File: src/rtl/rca_pkg.sv
// Shared definitions for the ripple-carry adder and its sibling adder variants.
package rca_pkg;

  localparam int RCA_DEFAULT_WIDTH = 64;

  typedef logic [RCA_DEFAULT_WIDTH-1:0] rca_word_t;

endpackage : rca_pkg

File: src/rtl/ripple_carry_adder_full_adder.sv
// One-bit full-adder cell; one instance per bit forms the ripple chain.
module full_adder (
  input  logic a,
  input  logic b,
  input  logic cin,
  output logic s,
  output logic cout
);

  logic p;

  assign p    = a ^ b;
  assign s    = p ^ cin;
  assign cout = (a & b) | (cin & p);

endmodule : full_adder

File: src/rtl/ripple_carry_adder.sv
// Registered WIDTH-bit ripple-carry adder, one cycle of latency, valid-qualified.
// Optional registered signed-overflow output ovf when RCA_OVERFLOW_EN is defined.
module ripple_carry_adder
  import rca_pkg::*;
#(
  parameter int WIDTH = RCA_DEFAULT_WIDTH
) (
  input  logic             clk,
  input  logic             rst_n,
  input  logic             in_valid,
  input  logic [WIDTH-1:0] a,
  input  logic [WIDTH-1:0] b,
  output logic [WIDTH-1:0] sum,
  output logic             co,
`ifdef RCA_OVERFLOW_EN
  output logic             ovf,
`endif
  output logic             out_valid
);

  logic [WIDTH:0]   carry;
  logic [WIDTH-1:0] s;

  assign carry[0] = 1'b0;

  // Carry ripples strictly bit by bit; no lookahead anywhere in the chain.
  for (genvar i = 0; i < WIDTH; i++) begin : g_chain
    full_adder u_fa (
      .a    (a[i]),
      .b    (b[i]),
      .cin  (carry[i]),
      .s    (s[i]),
      .cout (carry[i+1])
    );
  end

  logic [WIDTH-1:0] sum_d, sum_q;
  logic             co_d, co_q;
  logic             valid_q;

  // NOTE: every always_comb output gets a default first (the hold value), so no latch is inferred.
  always_comb begin
    sum_d = sum_q;
    co_d  = co_q;
    if (in_valid) begin
      sum_d = s;
      co_d  = carry[WIDTH];
    end
  end

  // NOTE: sequential state uses non-blocking assignments so all registers update together on the edge.
  always_ff @(posedge clk or negedge rst_n) begin
    if (!rst_n) begin
      sum_q   <= '0;
      co_q    <= 1'b0;
      valid_q <= 1'b0;
    end else begin
      sum_q   <= sum_d;
      co_q    <= co_d;
      valid_q <= in_valid;
    end
  end

  assign sum       = sum_q;
  assign co        = co_q;
  assign out_valid = valid_q;

`ifdef RCA_OVERFLOW_EN
  logic ovf_d, ovf_q;

  // Signed overflow: carry into the sign bit differs from carry out of it.
  always_comb begin
    ovf_d = ovf_q;
    if (in_valid) ovf_d = carry[WIDTH] ^ carry[WIDTH-1];
  end

  always_ff @(posedge clk or negedge rst_n) begin
    if (!rst_n) ovf_q <= 1'b0;
    else        ovf_q <= ovf_d;
  end

  assign ovf = ovf_q;
`endif

endmodule : ripple_carry_adder

File: config.mk
export PLATFORM = sky130hd
export DESIGN_NAME = ripple_carry_adder
export DESIGN_NICKNAME = d
export VERILOG_FILES = /design/src/rtl/rca_pkg.sv /design/src/rtl/ripple_carry_adder_full_adder.sv /design/src/rtl/ripple_carry_adder.sv
export SDC_FILE = /design/constraint.sdc
export NUM_CORES = 1
export LEC_CHECK = 0
export ABC_AREA = 1
export CAP_MARGIN = 20
export CORE_ASPECT_RATIO = 0.7
export CORE_MARGIN = 4
export CORE_UTILIZATION = 25
export CTS_BUF_LIST = sky130_fd_sc_hd__clkbuf_16
export CTS_CLUSTER_SIZE = 14
export DETAILED_ROUTE_END_ITERATION = 8
export SYNTH_ARGS = -nofsm -noshare
export SYNTH_HDL_FRONTEND = slang
export SYNTH_SLANG_ARGS = --single-unit
File: constraint.sdc
create_clock -name clk -period 0.8 [get_ports clk]
set_input_delay 0.16 -clock clk [delete_from_list [all_inputs] [get_ports clk]]
set_output_delay 0.16 -clock clk [all_outputs]
set_load 0.05 [all_outputs]
Word level (Yosys, flattened, before mapping)
Index checks and enable logic that the tools add are counted.
W data, S select, Z words.
{ "op_classes": {"n_bitwise": 317} }
{ "op_table": {"columns": ["op", "n"], "rows": [
  ["$and A1 B1 Y1", 127],
  ["$xor A1 B1 Y1", 127],
  ["$or A1 B1 Y1", 63]
]} }
{ "totals": {"register_bits": 66, "input_bits": 131, "out_inout_bits": 66, "elab_cells": 320} }

Logic depth before layout (Yosys ltp)
{ "logic_depth": {"word_depth": 127, "ltp_mapped": 70} }

Hierarchy
From an unflattened synthesis, not the netlist that was laid out.
{ "hier_totals": {"hier_cells": 341, "area_unflattened_um2": 3782.4} }
{ "by_module_without_submodules": {"columns": ["mod", "n_inst", "cells_per_inst", "area_each_um2", "seq_area_each_um2"], "rows": [
  ["ripple_carry_adder", 1, 277, 2501.1, 1651.6],
  ["full_adder", 64, 1, 20.0, 0.0]
]} }

Worst setup path before layout
No wires, ideal clock.
{ "synth_path": {"path_type": "input to register", "startpoint": "input port a[0]", "endpoint": "register sum_q[63], in the netlist sum[63]", "arrival_time_ns": 24.297, "required_time_ns": 0.735, "path_slack_ns": -23.562, "cell_stages": 70, "n_path_buf": 0, "path_cell_list": "ha_1 fa_1 fa_1 fa_1 fa_1 fa_1 fa_1 fa_1 fa_1 inv_1 fa_1 inv_1 fa_1 fa_1 fa_1 fa_1 fa_1 fa_1 [... 34 more ...] fa_1 fa_1 fa_1 fa_1 fa_1 fa_1 fa_1 fa_1 fa_1 fa_1 fa_1 fa_1 fa_1 inv_1 fa_1 inv_1 nand2_1 nand2_1"} }
{ "synth_between": {"elab_chain_len": 126} }
{ "synth_rtl": {"columns": ["item", "line_no", "source"], "rows": [
  ["start, declared", "ripple_carry_adder.sv:11", "input logic [WIDTH-1:0] a,"],
  ["$and A1 B1 Y1 (2 in a row)", "ripple_carry_adder_full_adder.sv:14", "assign cout = (a & b) | (cin & p);"],
  ["$or A1 B1 Y1", "ripple_carry_adder_full_adder.sv:14", null],
  ["$and A1 B1 Y1", "ripple_carry_adder_full_adder.sv:14", null],
  ["$or A1 B1 Y1", "ripple_carry_adder_full_adder.sv:14", null],
  ["$and A1 B1 Y1", "ripple_carry_adder_full_adder.sv:14", null],
  ["$or A1 B1 Y1", "ripple_carry_adder_full_adder.sv:14", null],
  ["$and A1 B1 Y1", "ripple_carry_adder_full_adder.sv:14", null],
  ["$or A1 B1 Y1", "ripple_carry_adder_full_adder.sv:14", null],
  ["[... 109 more ...]", null, null],
  ["$or A1 B1 Y1", "ripple_carry_adder_full_adder.sv:14", null],
  ["$and A1 B1 Y1", "ripple_carry_adder_full_adder.sv:14", null],
  ["$or A1 B1 Y1", "ripple_carry_adder_full_adder.sv:14", null],
  ["$and A1 B1 Y1", "ripple_carry_adder_full_adder.sv:14", null],
  ["$or A1 B1 Y1", "ripple_carry_adder_full_adder.sv:14", null],
  ["$and A1 B1 Y1", "ripple_carry_adder_full_adder.sv:14", null],
  ["$or A1 B1 Y1", "ripple_carry_adder_full_adder.sv:14", null],
  ["$xor A1 B1 Y1", "ripple_carry_adder_full_adder.sv:13", "assign s = p ^ cin;"],
  ["end signal, assigned", "ripple_carry_adder.sv:58", "sum_q <= sum_d;"],
  ["end, declared", "ripple_carry_adder.sv:37", "logic [WIDTH-1:0] sum_d, sum_q;"]
]} }
Every way passes these cells.
A chain may end at the register's enable or synchronous reset.

Worst setup path after layout
{ "layout_path": {"startpoint": "input port b[0]", "endpoint": "register sum_q[63], in the netlist sum[63]"} }
{ "layout_between": {"elab_chain_len": 126} }
{ "layout_rtl": {"columns": ["item", "line_no", "source"], "rows": [
  ["start, declared", "ripple_carry_adder.sv:12", "input logic [WIDTH-1:0] b,"],
  ["$and A1 B1 Y1 (2 in a row)", "ripple_carry_adder_full_adder.sv:14", null],
  ["$or A1 B1 Y1", "ripple_carry_adder_full_adder.sv:14", null],
  ["$and A1 B1 Y1", "ripple_carry_adder_full_adder.sv:14", null],
  ["$or A1 B1 Y1", "ripple_carry_adder_full_adder.sv:14", null],
  ["$and A1 B1 Y1", "ripple_carry_adder_full_adder.sv:14", null],
  ["$or A1 B1 Y1", "ripple_carry_adder_full_adder.sv:14", null],
  ["$and A1 B1 Y1", "ripple_carry_adder_full_adder.sv:14", null],
  ["$or A1 B1 Y1", "ripple_carry_adder_full_adder.sv:14", null],
  ["[... 109 more ...]", null, null],
  ["$or A1 B1 Y1", "ripple_carry_adder_full_adder.sv:14", null],
  ["$and A1 B1 Y1", "ripple_carry_adder_full_adder.sv:14", null],
  ["$or A1 B1 Y1", "ripple_carry_adder_full_adder.sv:14", null],
  ["$and A1 B1 Y1", "ripple_carry_adder_full_adder.sv:14", null],
  ["$or A1 B1 Y1", "ripple_carry_adder_full_adder.sv:14", null],
  ["$and A1 B1 Y1", "ripple_carry_adder_full_adder.sv:14", null],
  ["$or A1 B1 Y1", "ripple_carry_adder_full_adder.sv:14", null],
  ["$xor A1 B1 Y1", "ripple_carry_adder_full_adder.sv:13", null]
]} }
Every way passes these cells.

==> metrics.md <==
| Metric | Value |
|---|---|
| Syn Area/Cell | 10.9 um2 |
| Yosys top cell by area | dfrtp_1 |
| Leakage power | 3.24 nW |
| Synthesized instance count | 350 |
| WL per Instance | 14.8 um |
| Place WS | -22.31 ns |
| Relative slew slack | 0.742 |
| VDD IR max | 0.870 mV |
| CP Buf/Inv Count | 5 |
| GRT overflow | 0 |
| Min Tclk post-route | 22.38 ns |
| Util after Layout | 0.491 |
| Synth Warn # | 0 |
| Post-DP HPWL | 9.40 mm |
| Post-Syn Nets | 545 |
| Mapped Area | 0.00382 mm2 |
| H-tree depth | 3 |
| Area contributors post-synth | dfrtp_1, fa_1, nand2_1 |
| Crit path max-delay family | adder cells |
| Crit-path max cell delay | 0.43 ns |
| Pin slew with the least headroom to its limit | 0.387 ns |
| Crit Path Max Fanout | 1 |
| Placed cells | 737 |
| Top_reg_cell synth | dfrtp_1 |
| EDFF count, synth | 0 |
| Setup Crit Path Kind | in -> reg |
| Synth cell types | 9 |
| Clock transition at path regs | 0.05 ns |
| Routability cong. | 0.797 |
| Die area | 0.0173 mm2 |
| Antenna viol nets, final | 0 |
| Hold Path Class | in -> reg |
| Initial DRC count | 73 |
| CP most frequent cell | fa_2 |
| Synth Register Bits | 66 |
| Num rows | 37 |
| Fin worst setup slack | -21.58 ns |
| First-pass GRT wire length | 18.5 mm |
| Drt first pass iters | 4 |
| Top-Level Pins | 197 |
| Worst path required time | 1.06 ns |
| Global Route met3 Usage | 0.0637 |
| Fmax | 0.0447 GHz |
| Ant. Diodes | 0 |
| Die X | 156 um |
| Height of the die | 111 um |
| Cts bufs inserted | 9 |
| Outcome | complete, but fails checks |
| Met1 usage | 0.170 |
| Slew Limit Fails | 0 |
| Hold Fails Final Rpt | 0 |
| Vias in the first global route | 3563 |
| Via/cell ratio | 4.10 |
| Setup crit end kind | register |
| Fin nets | 762 |
| WP data arrival | 22.64 ns |
| Most common cell in the netlist | nand2_1 |
| CP max stage cell | fa_2 |
| Clock Latency Late Sink | 0.32 ns |
| PD cells | 2190 mW/mm2 |
| Clock sink count | 66 |
| Fill cells | 1304 |
| Post-synth top cells | nand2_1, dfrtp_1, fa_1, inv_1, buf_4 |
| Initial Util | 0.258 |
| Sequential-to-total area share from yosys stat | 0.433 |
| FFs w/ async S/R, synth | 1.00 |
| Tot GR Track Use | 0.136 |
| CTS tree | built |
| Failing checks | negative setup slack |
| CTS Root Cell | clkbuf_16 |
| Port bufs | 196 |
| RSZ-0062 raised after global routing | yes |
| Crit path launch type | input port |
| Post-route insts no fill | 766 |
| Overall routed net length | 11.3 mm |
| Core box area | 0.0148 mm2 |
| Share of cells above drive strength 1 | 0.333 |
| Drt drc | 0 |
| Pin count of the biggest net entering global routing | 36 |
| Share of the synthesized area in the top cell type | 0.433 |
| Final setup viols | 129 |
| Via count | 3137 |
| Maxcap violations | 0 |
| Antenna violations before repair | 0 |
| Busiest grt layer | met2 |
| Area growth, synth to finish | 90.7% |
| Clock Path Buffers | 2 |
| Clock Skew | 0 ns |
| Met2 usage | 0.208 |
| Tcrit/Tclk final | 28.0 |
## metrics by stage
stage | area (um2) | total power [mW] | setup TNS [ns] | hold WS [ns]
detailed placement | 6860 | 12.1 | -746.35 | 0.186
floorplan | 3980 | 7.74 | -690.03 | -0.136
global route | 7280 | 16.8 | -736.35 | 0.162
global placement | 6860 | 12.0 | -737.98 | 0.174
CTS | 7190 | 16.1 | -730.32 | 0.138
finish | 7280 | 15.9 | -717.81 | 0.156
## cell families (layout without fill, tap and decap cells)
group,after synthesis,count (layout),synth area share
buf+inv,25,246,0.0420
flops,66,66,0.433
simple gates,195,195,0.192
fa+ha+maj,64,64,0.334
## power by group
part           total, mW  internal (mW)  leakage [nW]  switching [mW]
combinational       7.58           3.82          2.29            3.76
sequential          4.63           3.96         0.802           0.673
clock               3.71           2.35         0.145            1.36
total               15.9           10.1          3.24            5.80
## routing by layer
layer / part of all wire / up-vias
met2: 0.45 / 124
met3: 0.11 / 18
met1: 0.41 / 1529
li1: - / 1466
met5: 0 / -
met4: 0.025 / 0
## worst paths after layout
path	start	to	slack, ns	cells past startpoint
worst max-delay path	b[0]	sum[63]$_DFFE_PN0P_	-21.58	71
worst min-delay path	a[0]	sum[0]$_DFFE_PN0P_	0.16	4
worst max register to register	sum[36]$_DFFE_PN0P_	sum[36]$_DFFE_PN0P_	0.03	3
worst min register to register	sum[0]$_DFFE_PN0P_	sum[0]$_DFFE_PN0P_	0.52	2
max in group asynchronous	rst_n	sum[0]$_DFFE_PN0P_	0.17	3
min in group asynchronous	rst_n	sum[20]$_DFFE_PN0P_	0.43	3
## placed cells by master, fill, tap and decap left out, types with 2 or more instances in the layout
cell type	n
nand2_1	183
buf_2	2
inv_2	7
fa_2	63
clkbuf_16	9
inv_1	6
clkdlybuf4s50_1	124
clkinv_2	2
buf_4	18
dfrtp_1	65
buf_12	71
nand2_2	12
buf_6	2
## layout make-up
cell class              instances  area, um2  share of cell area
multi-input cells             259       2210               0.303
repair buffers                220       2860               0.393
clock inverters                 6       51.3             0.00705
well taps                     195        244              0.0335
inverters                      11       41.3             0.00567
clock buffers                   9        225              0.0309
flip-flops and latches         66       1650               0.227
## state kept, by name, summed over array words and instances, names as in the netlist
register / count
co: 1
out_valid: 1
sum: 64
## worst reg2reg max path, cell delays in order (launching register included)
cell	delay, ns
dfrtp_1	0.41
buf_4	0.15
nand2_1	0.06
nand2_1	0.05
## timing repair
| action | 4_1_cts | 5_1_grt |
|---|---|---|
| endpoints found under the setup margin | 130 | 129 |
| hold buffers | 1 | 0 |
| pin swaps | 17 | 22 |
| hold endpoints to repair | 66 | 0 |
| resized for setup | 18 | 14 |
| buffers inserted | 5 | 8 |
Note: power is estimated with default switching activity, not from simulation.
